[src/rtl/mod_n_updown_counter_pkg.sv]
// Shared definitions for the modulo-N up/down counter: direction encodings,
// a constant clog2 helper and an elaboration-time parameter check.
`ifndef MOD_N_UPDOWN_COUNTER_PKG_SV
`define MOD_N_UPDOWN_COUNTER_PKG_SV

`define MNUD_PARAM_CHECK(label, cond, msg) if (!(cond)) begin : label $error(msg); end

package mod_n_updown_counter_pkg;

    localparam logic DIR_DOWN = 1'b0;
    localparam logic DIR_UP   = 1'b1;

    // Smallest r with 2**r >= n; returns 0 for n <= 1.
    function automatic int clog2(input int n);
        int r;
        r = 0;
        while ((1 << r) < n) begin
            r = r + 1;
        end
        return r;
    endfunction

endpackage

`endif

[src/rtl/mod_n_updown_counter_if.sv]
// Control/status bundle between a sequencer and the modulo-N counter.
interface mod_n_updown_counter_if #(
    parameter int WIDTH = 4
);
    logic             en;
    logic             up;
    logic             clr;
    logic             load;
    logic [WIDTH-1:0] load_val;
    logic [WIDTH-1:0] count;
    logic             tc;
    logic             wrap;
    logic             load_err;

    modport master (
        output en, up, clr, load, load_val,
        input  count, tc, wrap, load_err
    );

    modport slave (
        input  en, up, clr, load, load_val,
        output count, tc, wrap, load_err
    );
endinterface

[src/rtl/mod_n_updown_counter_tick_prescaler.sv]
// Enable divider: tick_o pulses on every PRESCALE-th enabled cycle.
// With PRESCALE == 1 it reduces to a wire from en_i and holds no state.
module mod_n_updown_counter_tick_prescaler
    import mod_n_updown_counter_pkg::*;
#(
    parameter int PRESCALE = 1
) (
    input  logic clk_i,
    input  logic res_i,
    input  logic en_i,
    input  logic sclr_i,
    output logic tick_o
);

    `MNUD_PARAM_CHECK(g_chk_prescale, PRESCALE >= 1, "PRESCALE must be at least 1")

    if (PRESCALE == 1) begin : g_bypass
        logic unused_ctrl;
        assign unused_ctrl = ^{clk_i, res_i, sclr_i};
        assign tick_o      = en_i;
    end else begin : g_div
        localparam int            PW   = clog2(PRESCALE);
        localparam logic [PW-1:0] LAST = PW'(PRESCALE - 1);

        logic [PW-1:0] pre_q;
        logic [PW-1:0] pre_d;
        logic          at_last;

        assign at_last = (pre_q == LAST);

        // Phase only moves on enabled cycles, so gaps in en_i stretch the period.
        always_comb begin
            pre_d = pre_q;
            if (sclr_i) begin
                pre_d = '0;
            end else if (en_i) begin
                pre_d = at_last ? '0 : pre_q + 1'b1;
            end
        end

        always_ff @(posedge clk_i) begin
            if (res_i) begin
                pre_q <= '0;
            end else begin
                pre_q <= pre_d;
            end
        end

        assign tick_o = en_i & at_last;
    end

endmodule

[src/rtl/mod_n_updown_counter.sv]
// Modulo-N up/down counter with prescaled enable, synchronous clear/load,
// load clamping and registered wrap / load-error pulses for cascading.
module mod_n_updown_counter
    import mod_n_updown_counter_pkg::*;
#(
    parameter int WIDTH    = 4,
    parameter int MODULUS  = 10,
    parameter int PRESCALE = 1
) (
    input  logic                   clk_i,
    input  logic                   res_i,
    mod_n_updown_counter_if.slave  cnt_if
);

    `MNUD_PARAM_CHECK(g_chk_modulus, MODULUS >= 2, "MODULUS must be at least 2")
    `MNUD_PARAM_CHECK(g_chk_width, MODULUS <= (1 << WIDTH), "WIDTH too small for MODULUS")

    localparam logic [WIDTH-1:0] MAX_CNT = WIDTH'(MODULUS - 1);

    logic [WIDTH-1:0] count_q;
    logic [WIDTH-1:0] count_d;
    logic             wrap_q;
    logic             wrap_d;
    logic             load_err_q;
    logic             load_err_d;
    logic             tick;

    mod_n_updown_counter_tick_prescaler #(
        .PRESCALE (PRESCALE)
    ) u_prescaler (
        .clk_i  (clk_i),
        .res_i  (res_i),
        .en_i   (cnt_if.en),
        .sclr_i (cnt_if.clr | cnt_if.load),
        .tick_o (tick)
    );

    // Wrap is detected by explicit compare so power-of-two moduli never rely on overflow.
    always_comb begin
        count_d    = count_q;
        wrap_d     = 1'b0;
        load_err_d = 1'b0;
        if (cnt_if.clr) begin
            count_d = '0;
        end else if (cnt_if.load) begin
            if (cnt_if.load_val > MAX_CNT) begin
                count_d    = MAX_CNT;
                load_err_d = 1'b1;
            end else begin
                count_d = cnt_if.load_val;
            end
        end else if (tick) begin
            if (cnt_if.up == DIR_UP) begin
                if (count_q == MAX_CNT) begin
                    count_d = '0;
                    wrap_d  = 1'b1;
                end else begin
                    count_d = count_q + 1'b1;
                end
            end else begin
                if (count_q == '0) begin
                    count_d = MAX_CNT;
                    wrap_d  = 1'b1;
                end else begin
                    count_d = count_q - 1'b1;
                end
            end
        end
    end

    always_ff @(posedge clk_i) begin
        if (res_i) begin
            count_q    <= '0;
            wrap_q     <= 1'b0;
            load_err_q <= 1'b0;
        end else begin
            count_q    <= count_d;
            wrap_q     <= wrap_d;
            load_err_q <= load_err_d;
        end
    end

    assign cnt_if.count    = count_q;
    assign cnt_if.wrap     = wrap_q;
    assign cnt_if.load_err = load_err_q;
    assign cnt_if.tc       = (cnt_if.up == DIR_DOWN) ? (count_q == '0) : (count_q == MAX_CNT);

endmodule

[src/flat_wrapper.sv]
// flat-port wrapper written by rule: the top's interface ports become plain ports
module mod_n_updown_counter_flat import mod_n_updown_counter_pkg::*;
#(
    parameter int WIDTH    = 4,
    parameter int MODULUS  = 10,
    parameter int PRESCALE = 1
)
  (clk_i, res_i, cnt_if_en, cnt_if_up, cnt_if_clr, cnt_if_load, cnt_if_load_val, cnt_if_count, cnt_if_tc, cnt_if_wrap, cnt_if_load_err);
  mod_n_updown_counter_if #(.WIDTH(WIDTH)) cnt_if_i ();
  input  logic clk_i;
  input  logic res_i;
  input wire logic [$bits(cnt_if_i.en)-1:0] cnt_if_en;
  input wire logic [$bits(cnt_if_i.up)-1:0] cnt_if_up;
  input wire logic [$bits(cnt_if_i.clr)-1:0] cnt_if_clr;
  input wire logic [$bits(cnt_if_i.load)-1:0] cnt_if_load;
  input wire logic [$bits(cnt_if_i.load_val)-1:0] cnt_if_load_val;
  output wire logic [$bits(cnt_if_i.count)-1:0] cnt_if_count;
  output wire logic [$bits(cnt_if_i.tc)-1:0] cnt_if_tc;
  output wire logic [$bits(cnt_if_i.wrap)-1:0] cnt_if_wrap;
  output wire logic [$bits(cnt_if_i.load_err)-1:0] cnt_if_load_err;
  assign cnt_if_i.en = cnt_if_en;
  assign cnt_if_i.up = cnt_if_up;
  assign cnt_if_i.clr = cnt_if_clr;
  assign cnt_if_i.load = cnt_if_load;
  assign cnt_if_i.load_val = cnt_if_load_val;
  assign cnt_if_count = cnt_if_i.count;
  assign cnt_if_tc = cnt_if_i.tc;
  assign cnt_if_wrap = cnt_if_i.wrap;
  assign cnt_if_load_err = cnt_if_i.load_err;
  mod_n_updown_counter #(.WIDTH(WIDTH), .MODULUS(MODULUS), .PRESCALE(PRESCALE)) u_core (.clk_i(clk_i), .res_i(res_i), .cnt_if(cnt_if_i));
endmodule
[config.mk]
export PLATFORM = sky130hd
export DESIGN_NAME = mod_n_updown_counter_flat
export DESIGN_NICKNAME = d
export VERILOG_FILES = /design/src/rtl/mod_n_updown_counter_pkg.sv /design/src/rtl/mod_n_updown_counter_if.sv /design/src/rtl/mod_n_updown_counter_tick_prescaler.sv /design/src/rtl/mod_n_updown_counter.sv /design/src/flat_wrapper.sv
export SDC_FILE = /design/constraint.sdc
export NUM_CORES = 1
export LEC_CHECK = 0
export CAP_MARGIN = 20
export CORE_AREA = 3 3 40 42
export CTS_CLUSTER_SIZE = 28
export DETAILED_ROUTE_END_ITERATION = 16
export DIE_AREA = 0 0 43 45
export GPL_TIMING_DRIVEN = 0
export PLACE_DENSITY = 0.67
export SLEW_MARGIN = 0
export SYNTH_ARGS = -nofsm -noshare
export SYNTH_HDL_FRONTEND = slang
export SYNTH_HIERARCHICAL = 1
export SYNTH_SLANG_ARGS = --single-unit
[constraint.sdc]
create_clock -name clk_i -period 1.9 [get_ports clk_i]
set_clock_uncertainty 0.1 [all_clocks]
set_input_delay 0.38 -clock clk_i [delete_from_list [all_inputs] [get_ports clk_i]]
set_output_delay 0.38 -clock clk_i [all_outputs]
set_load 0.02 [all_outputs]
==> out/metrics.yaml <==
status: "finished, final reports clean"
ir_worst_vdd_uv: 289
cp_slowest_cell: "or3_4"
path_class: "register to output pin"
clock-root-buffer: "clkbuf_4"
io_pins: 17
period_share_pct: 96.7
wl_per_cell_um: 12.7
cts_htree_levels: 1
antenna_violating_nets_post_route: 0
place_congestion: 0.827
crit_fanout: 8
max_cap_violations: 0
synth.avg_cell_area_um2: 8.88
viasPerCell: 5.25
powerDensity_mw_per_mm2: 551
clockBufferDepth: 2
num_antenna_cells: 0
clk_pin_slew_worst_paths_ns: 0.05
core_mm2: 0.00128
slew-limit-headroom_pct: 83.8
place_area_um2: 621
clk_latency_ns: 0.25
wirelength_um: 1080
cp-startpoint: "u_core/cnt_if.count[3]$_SDFFE_PP0P_"
grt_max_degree: 10
first_pass_iters: 4
syn_inst: 52
leakagePower_nw: 0.263
cp_top_family: "simple AND/OR/NAND/NOR gates"
grt_overflow: 0
start_kind: "register"
yosysWarningCount: 6
synth_area_um2: 462
drt_iter0_drc: 12
worstSetupEndpointType: "output pin"
drive_above_1_share_pct: 25.7
die_width_um: 43
row_count: 13
layout.core_utilization_pct: 51.1
tritoncts: "built"
grt_pass1_vias: 380
min_path_type: "primary input to register"
tns_ns: 0
num_vias: 446
port_buffers: 14
cts.sinks: 6
rr_startpoint: "u_core/cnt_if.count[0]$_SDFFE_PP0P_"
num-nets-final: 82
finalHoldViolations: 0
min_period_ns: 1.84
syn-num-nets: 62
max_freq_mhz: 544
drv_slew: 0
finalSetupViolCount: 0
dieArea_mm2: 0.00194
whs_ns: 0.379
design_area_um2: 657
worst_pin_slew_ns: 0.244
hpwl_um: 822
numCtsBuffers: 3
cp.required_ns: 1.42
drcViolationCount: 0
max_stage_delay_ns: 0.37
r2r_slack_ns: 0.40
crit_chain: "buf_8 -> or3_4 -> a21boi_2 -> buf_6"
crit_buf_inv: 2
rsz0062_at_grt: "false"
die_h_um: 45
ctsHoldBuffers: 0
grtUsageTotal_pct: 12.4
grt_pass1_wl_um: 1690
start_util_pct: 35.9
worstHoldStart: "cnt_if_en"
area_delta_synth_final_pct: 42.3
power_mw: 0.362
cp.arrival_ns: 1.36
antenna_found_initial: 0
where the power goes:
group | internal, mW | switching (mW) | leakage [nW]
registers | 0.131 | 0.00396 | 0.0497
logic | 0.0591 | 0.0476 | 0.199
clock network | 0.0716 | 0.0483 | 0.0138
worst paths after layout:
check | to | cells past startpoint
setup / recovery | cnt_if_tc | 4
hold / removal | u_core/cnt_if.count[1]$_SDFFE_PP0P_ | 3
setup reg to reg | u_core/cnt_if.count[2]$_SDFFE_PP0P_ | 5
hold reg to reg | u_core/cnt_if.count[2]$_SDFFE_PP0P_ | 3
cell usage in the layout, fill, tap and decap left out, drive strengths merged:
| master | instances |
|---|---|
| inv | 3 |
| o31ai | 1 |
| a21boi | 2 |
| a211oi | 1 |
| dfxtp | 6 |
| o2111ai | 1 |
| or2 | 1 |
| and2b | 1 |
| nor2 | 5 |
| a211o | 1 |
| nand3 | 4 |
| xor2 | 3 |
| and3 | 2 |
| clkbuf | 4 |
| a311oi | 1 |
| o221a | 1 |
| a221oi | 1 |
| xnor2 | 1 |
| or3 | 3 |
| buf | 7 |
| o211ai | 1 |
| a31oi | 2 |
| a22oi | 1 |
| o22ai | 1 |
| clkdlybuf4s50 | 13 |
| or4 | 1 |
| nor4bb | 1 |
| o21a | 1 |
registers in the layout (all words and copies together) (netlist names):
signal                  count
u_core/cnt_if.count         4
u_core/cnt_if.load_err      1
u_core/cnt_if.wrap          1
repair_timing:
item / in CTS / in global routing
buffers inserted: 2 / 0
pin swaps: 1 / 2
endpoints found under the setup margin: 1 / 1
gates cloned: 0 / 0
resized for setup: 5 / 5
stage by stage:
step | setup slack, ns | std cells
final | 0.0628 | 85
after global routing | 0.00665 | 85
after CTS | 0.0357 | 86
after detailed placement | -0.219 | 81
after global placement | -0.219 | 81
after floorplan | 0.144 | 52
metal layers:
layer	part of all wire [%]	vias up	track usage, %
met2	50	18	20.4
met4	1.6	0	7.23
met3	5.7	2	4.78
met1	43	196	13.7
li1	-	230	-
met5	0	-	0
layout make-up:
type / instances / area (um^2)
Fill cell: 134 / 628
Timing Repair Buffer: 16 / 156
Sequential cell: 6 / 123
Clock buffer: 3 / 22.5
Tap cell: 15 / 18.8
Buffer: 5 / 55.1
Multi-Input combinational cell: 37 / 270
Inverter: 3 / 11.3
tightest hold or removal path: cells and delay by family:
family	cells	cell delay [ns]
AOI/OAI and AO/OA	2	0.18
buffers and inverters	1	0.11
Power figures use the tool's default switching activity.
